File: config.mk
export PLATFORM = sky130hd
export DESIGN_NAME = lane_rr_fifo_scheduler
export DESIGN_NICKNAME = d
export VERILOG_FILES = /design/src/rtl/lane_rr_fifo_scheduler.sv
export SDC_FILE = /design/constraint.sdc
export NUM_CORES = 1
export LEC_CHECK = 0
export ABC_AREA = 0
export CAP_MARGIN = 5
export CELL_PAD_IN_SITES_DETAIL_PLACEMENT = 0
export CELL_PAD_IN_SITES_GLOBAL_PLACEMENT = 1
export CORE_AREA = 5 5 499 501
export CTS_CLUSTER_DIAMETER = 200
export CTS_CLUSTER_SIZE = 16
export DETAILED_ROUTE_END_ITERATION = 8
export DIE_AREA = 0 0 504 506
export GPL_ROUTABILITY_DRIVEN = 0
export PLACE_DENSITY = 0.32
export REMOVE_ABC_BUFFERS = 1
export SYNTH_ARGS = -nofsm -noshare
export SYNTH_HDL_FRONTEND = slang
export SYNTH_SLANG_ARGS = --single-unit
File: constraint.sdc
create_clock -name clk -period 2.2 [get_ports clk]
set_clock_uncertainty 0.1 [all_clocks]
set_input_delay 0.44 -clock clk [delete_from_list [all_inputs] [get_ports clk]]
set_output_delay 0.44 -clock clk [all_outputs]
set_load 0.1 [all_outputs]
File: src/rtl/lane_rr_fifo_scheduler.sv
// Round-robin scheduler that drains NUM_LANES native FIFOs onto one AXI-Stream
// output, tagging each word with its lane on tdest and bounding each grant to MAX_BURST words.
module lane_rr_fifo_scheduler #(
    parameter int DATA_WIDTH = 256,
    parameter int NUM_LANES  = 4,
    parameter int MAX_BURST  = 16,
    localparam int LW        = (NUM_LANES > 1) ? $clog2(NUM_LANES) : 1
) (
    input  logic                            clk,
    input  logic                            rst_n,
    input  logic [NUM_LANES-1:0]            lane_enable,
    input  logic [NUM_LANES-1:0]            empty,
    output logic [NUM_LANES-1:0]            rd_en,
    input  logic [NUM_LANES*DATA_WIDTH-1:0] dout,
    input  logic                            m_axis_tready,
    output logic                            m_axis_tvalid,
    output logic [DATA_WIDTH-1:0]           m_axis_tdata,
    output logic [LW-1:0]                   m_axis_tdest,
    output logic                            m_axis_tlast,
    output logic                            busy
);

    localparam int BW = $clog2(MAX_BURST + 1);

    typedef enum logic [1:0] {IDLE, READ, CAPTURE, SEND} state_t;

    state_t                state, state_next;
    logic [LW-1:0]         grant, grant_next;
    logic [LW-1:0]         last_grant, last_grant_next;
    logic [BW-1:0]         burst_cnt, burst_cnt_next;
    logic [BW-1:0]         burst_inc;
    logic                  tvalid_next, tlast_next, last_now;
    logic [DATA_WIDTH-1:0] tdata_next, lane_word;
    logic [LW-1:0]         tdest_next;
    logic [NUM_LANES-1:0]  req;
    logic [LW-1:0]         winner, cand;
    logic                  found;
    int unsigned           lg;

    assign req = lane_enable & ~empty;

    // Scan starts one past the previous winner so every lane gets a fair turn.
    always_comb begin
        winner = '0;
        found  = 1'b0;
        cand   = '0;
        lg     = {{(32-LW){1'b0}}, last_grant};
        for (int unsigned k = 1; k <= NUM_LANES; k++) begin
            cand = LW'((lg + k) % NUM_LANES);
            if (!found && req[cand]) begin
                found  = 1'b1;
                winner = cand;
            end
        end
    end

    always_comb begin
        lane_word = '0;
        for (int unsigned i = 0; i < NUM_LANES; i++) begin
            if (LW'(i) == grant) lane_word = dout[i*DATA_WIDTH +: DATA_WIDTH];
        end
    end

    assign burst_inc = burst_cnt + BW'(1);
    assign last_now  = (burst_inc == BW'(MAX_BURST)) | empty[grant] | ~lane_enable[grant];

    always_comb begin
        rd_en = '0;
        if (state == READ) rd_en[grant] = 1'b1;
    end

    assign busy = (state != IDLE);

    always_comb begin
        state_next      = state;
        grant_next      = grant;
        last_grant_next = last_grant;
        burst_cnt_next  = burst_cnt;
        tvalid_next     = m_axis_tvalid;
        tdata_next      = m_axis_tdata;
        tdest_next      = m_axis_tdest;
        tlast_next      = m_axis_tlast;
        case (state)
            IDLE: begin
                if (found) begin
                    grant_next     = winner;
                    burst_cnt_next = '0;
                    state_next     = READ;
                end
            end
            READ: state_next = CAPTURE;
            CAPTURE: begin
                tdata_next     = lane_word;
                tdest_next     = grant;
                tvalid_next    = 1'b1;
                burst_cnt_next = burst_inc;
                tlast_next     = last_now;
                state_next     = SEND;
            end
            SEND: begin
                if (m_axis_tvalid && m_axis_tready) begin
                    tvalid_next = 1'b0;
                    if (m_axis_tlast) begin
                        last_grant_next = grant;
                        state_next      = IDLE;
                    end else begin
                        state_next = READ;
                    end
                end
            end
            default: state_next = IDLE;
        endcase
    end

    always_ff @(posedge clk or negedge rst_n) begin
        if (!rst_n) begin
            state         <= IDLE;
            grant         <= '0;
            last_grant    <= LW'(NUM_LANES - 1);
            burst_cnt     <= '0;
            m_axis_tvalid <= 1'b0;
            m_axis_tdata  <= '0;
            m_axis_tdest  <= '0;
            m_axis_tlast  <= 1'b0;
        end else begin
            state         <= state_next;
            grant         <= grant_next;
            last_grant    <= last_grant_next;
            burst_cnt     <= burst_cnt_next;
            m_axis_tvalid <= tvalid_next;
            m_axis_tdata  <= tdata_next;
            m_axis_tdest  <= tdest_next;
            m_axis_tlast  <= tlast_next;
        end
    end

endmodule
Word-level counts from Yosys, hierarchy flattened

Index checks and enable logic that the tools add are counted.
W data, S select, Z words.

Bits in latches: 0
Bits in registers: 271
Memories: 0
Output and inout bits: 265
Memory bits (read-only): 0
RAM bits: 0
Bits of input ports: 1,035

Reduce and logical (&&, ||, !) cells: 18
Add/sub/neg operators: 5
Divide/modulo/power cells: 0
Order comparisons: 6
Bitwise logic cells: 5
Muxes and demuxes: 35
Equality and inequality tests: 9
Multiply operators: 0
Shifts and indexed selects: 0

Operators by type and width:

| kind                  | number |
|---|---|
| $mux W256             | 4 |
| $lt A2 B3 Y1 const B  | 5 |
| $mux W1               | 13 |
| $bmux W1 S2           | 6 |
| $mux W2               | 6 |
| $pmux W5 S2           | 1 |
| $pmux W2 S4           | 1 |
| $reduce_and A2 Y1     | 4 |
| $reduce_bool A2 Y1    | 3 |
| $add A5 B1 Y5 const B | 1 |
| $eq A5 B5 Y1 const B  | 1 |
| $logic_and A1 B1 Y1   | 5 |
| $mux W5               | 1 |
| $add A2 B1 Y2 const B | 2 |
| $add A2 B2 Y2 const B | 2 |
| $and A4 B4 Y4         | 1 |
| $eq A2 B2 Y1 const A  | 2 |
| $eq A2 B2 Y1 const B  | 2 |
| $logic_not A2 Y1      | 2 |
| $mux W4               | 1 |
| $ne A2 B2 Y1 const B  | 2 |
| $not A4 Y4            | 1 |
| $logic_not A1 Y1      | 3 |
| $reduce_and A3 Y1     | 1 |
| other kinds (7)       | 8 |

Logic depth before layout (Yosys ltp)

Depth in word-level cells: 16
Gate-level depth with buffers: 8
Mapped depth without buffers: 6

Worst setup path before layout

No wires, ideal clock.

Path type: register to output
From: register grant[0]
To: output rd_en[0]
Data required time: 1.660 ns
Data arrival time: 2.985 ns
Slack: -1.325 ns
Stages on the path, launching flop included: 5
Cell sequence: dfrtp_1 buf_6 buf_12 buf_6 nor3b_1

Longest elaborated chain between the ends: 5
Elaborated cells on any way between the ends: 6
Classes of those cells: order compare (2); mux (3); reduce/logical (1)

Ends and longest elaborated chain:

| item                                                               | RTL line | source |
|---|---|---|
| start, declared                                                    | 28       | `logic [LW-1:0] grant, grant_next;` |
| start signal, assigned                                             | 127      | `grant <= grant_next;` |
| $lt A2 B3 Y1 (not written as such) or $ge A2 B1 Y1 (tied branches) | 69       | `if (state == READ) rd_en[grant] = 1'b1;` |
| $logic_and A1 B1 Y1 (not written as such)                          | 69       |  |
| $mux W1 (not written as such)                                      | 69       |  |
| $demux W1 S2 *                                                     | 69       |  |
| $mux W4 *                                                          | 69       |  |
| end, declared                                                      | 13       | `output logic [NUM_LANES-1:0] rd_en,` |

Mark *: on every way between the ends. The rest lies on a longest branch, timed or not.

Worst setup path after layout

From: register grant[1]
To: output rd_en[0]

The elaborated chain is that of the path after synthesis.

==> results by group <==
Outcome
  – Status: complete, but fails checks
  – Failing checks: negative setup slack

Power and ir drop
  – Psw: 37.5 mW
  – Clock power share: 6.7%
  – Pwr Density: 1790 nW/um^2
  – Seq pwr share: 15.6%
  – Worst vdd ir: 0.603 mV
  – Internal: about 31 mW
  – Sw frac: roughly 55%
  – Leakage: 14.5 nW
  – Combinational share of power: 77.6%

Floorplanning
  – Row cnt: 182
  – I/O pin count: ~1,300
  – Initial Util: 7.29%
  – Core Footprint: 244,000 sq um
  – Die X: 504 microns
  – Die Ht: 506 microns
  – Die area: approximately 260,000 sq um

GRT
  – GR Util met1: 15.3%
  – Number of global-route vias before repair: 17,900
  – Met3 Use GR: under 10%
  – Largest net degree at the start of global routing: 50
  – Gr usage total: 13.8%
  – Antenna violations before repair: 139
  – Gr ovfl total: 0
  – Met2 Use GR: 23.2%
  – Most used routing layer: met2
  – First-pass GRT wire length: around 230 mm

Synth
  – Seq/Total Area, Yosys: 38.1%
  – Most numerous cell in the Yosys netlist: dfrtp_1
  – Synth Flop Type: dfrtp_1
  – Unique masters post-synth: 44
  – Yosys reg bits: 271
  – Post-synth top cells: 269 x dfrtp_1, 257 x mux4_2, 250 x mux2_4
  – Post-Synthesis Cells: 962
  – Yosys top cell area share: 37.8%
  – Yosys warns: 0
  – Syn avg cell area: 18.5 sq um
  – Post-Syn Area: 17,800 sq um
  – Asr flop ratio synth: 100%
  – Top post-synthesis cells by area: dfrtp_1 38%, mux4_2 32%, mux2_4 21%
  – Cell taking the most area after synthesis: dfrtp_1
  – EDFF count, synth: 0

CTS
  – Total CTS buffers: 22
  – CTS max path bufs: 3
  – CTS tree: done
  – Clk slew on worst S/H paths: 0.11 ns
  – Worst-Skew Late Latency: 0.62 ns
  – Clock sinks: 271
  – Root buf cell: clkbuf_16
  – H-tree depth: 1

Setup path
  – CP required: 1.66 ns
  – Worst setup SP type: flop
  – Critical Path Fanout Max: 6
  – WS Path Type: flop to primary output
  – Crit path capture type: primary output
  – Worst EP arrival: 1.79 ns

Min path
  – Hold Crit Class: input pin to async pin

Flow run
  – MaxCap Viol Count: 0

Timing
  – Normalized max-slew margin: ~67%
  – Final hold violation count: 0
  – Fin. max-slew vios: 0
  – Worst setup margin: -0.130 ns
  – RSZ-0062 raised after global routing: true
  – Period utilisation layout: 106%
  – Slew @ Worst Pin: 0.502 ns
  – Fmax achieved: 429 MHz
  – Final setup vio count: 163
  – Tmin final: 2.33 ns

Detailed routing
  – DRC: 0
  – Drt pass-1 iters: 5
  – Total number of vias: 16,400
  – Post-DRT Antenna Nets: 0
  – Iter 0 DRT Violations: about 580
  – Final WL: approximately 190 mm
  – WL/cell: 33.9 microns
  – Via density: 2.93

Final layout
  – Nets: ~3,400
  – Share of cells above drive strength 1: 41.6%
  – Post-layout util: ~16%
  – Area growth, synth to finish: 115%
  – Cell Count, Final, Fillers Out: ~5,600

Placed design
  – PortBufs: around 1,300
  – Post-DP HPWL: 163 mm
  – Post-Place Cells: 5,492
[worst max-delay path: stages, from the launching register on]
cell and delay (ns):
dfrtp_4 0.55, buf_12 0.16, nor3b_2 0.14, buf_4 0.13
buf_12 0.16
[final timing paths]
path | start | end | slack (ns) | cells past startpoint
max | grant[1] | rd_en[0] | -0.13 | 4
min | rst_n | m_axis_tdata[211] | 0.18 | 2
max reg2reg | grant[0] | m_axis_tdata[92] | -0.13 | 7
min reg2reg | m_axis_tdata[230] | m_axis_tdata[230] | 0.42 | 1
max in group asynchronous | rst_n | m_axis_tdata[124] | 1.07 | 4
min in group clk | m_axis_tdata[230] | m_axis_tdata[230] | 0.42 | 1
[layer usage]
layer / vias to the layer above / wire (microns)
met5: - / 878
met4: 134 / 1850
met3: 224 / 25200
met2: 975 / 90000
met1: 8298 / 71800
li1: 6771 / -
[state kept, by name (all words and copies together) (netlist names)]
signal,flops
m_axis_tdata,256
m_axis_tlast,1
grant,2
m_axis_tdest,2
state,2
m_axis_tvalid,1
last_grant,2
burst_cnt,5
[kinds of logic (layout without fill, tap and decap cells)]
| logic type | Yosys count | after routing | share of synthesized area, % |
|---|---|---|---|
| mux | 519 | 519 | 54.3 |
| flops | 271 | 271 | 38.1 |
| buf+inv | 96 | 1491 | 4.86 |
| simple gates | 42 | 42 | 1.34 |
| compound gates | 28 | 28 | 1.05 |
| fa+ha+maj | 5 | 5 | 0.351 |
| xor+xnor | 1 | 1 | 0.0491 |
| other cells | 0 | 14 | 0 |
[final cells by class]
class	count	area [sq um]
inverter	6	25.0
clock inverter	6	71.3
antenna	14	35.0
tap	3220	4030
sequential	271	6790
clock buffer	28	594
fill	27000	206000
timing repair buffer	1451	16500
multi-input combinational	595	10200
[power groups by stage]
stage	Sequential [mW]	Clock, mW	Combinational, mW
floorplan	23.5	0	7.57
finish	10.7	4.63	53.3
global route	11.1	5.13	55.6
global placement	11.0	0	51.5
CTS	10.9	5.08	52.1
detailed placement	10.9	0	51.5
[timing repair]
| item | 4_1_cts | 5_1_grt |
|---|---|---|
| endpoints found under the setup margin | 6 | 215 |
| gates cloned | 2 | 25 |
| hold buffers | 1 | 0 |
| setup buffers | 9 | 14 |
| resized for setup | 22 | 68 |
| pin swaps | 0 | 0 |
| endpoints found under the hold margin | 146 | 0 |
[cell usage in the layout (no fill, tap or decap), types with 2 or more instances in the layout]
cell type / instances
clkdlybuf4s50_1: 1033
dfrtp_1: 266
mux4_2: 257
mux2_4: 255
buf_4: 183
buf_12: 175
clkbuf_16: 45
buf_16: 15
diode_2: 14
buf_8: 12
buf_6: 9
nand3_1: 7
nand2_1: 7
a21oi_1: 7
o21ai_0: 6
mux2_2: 6
nor2_1: 5
clkbuf_1: 5
nor2b_1: 4
nand2b_1: 4
inv_1: 3
nor3_1: 3
and3_1: 2
a22oi_1: 2
and2_1: 2
inv_2: 2
nand4_1: 2
ha_1: 2
ha_4: 2
clkinv_4: 2
dfrtp_4: 2
dfstp_2: 2
[metrics by stage]
| step | power [mW] | setup WS, ns | instance area (sq um) | hold WS (ns) | setup TNS, ns |
|---|---|---|---|---|---|
| after floorplan | 31.1 | -12.55 | 17000 | 0.0444 | -2473.11 |
| after global placement | 62.5 | -0.131 | 36300 | 0.265 | -0.227 |
| after detailed placement | 62.4 | -0.0918 | 36300 | 0.269 | -0.238 |
| after CTS | 68.1 | -0.245 | 37200 | 0.106 | -13.24 |
| after global routing | 71.8 | -0.231 | 38200 | 0.140 | -23.49 |
| final | 68.7 | -0.130 | 38300 | 0.182 | -6.92 |
Power figures use the tool's default switching activity.
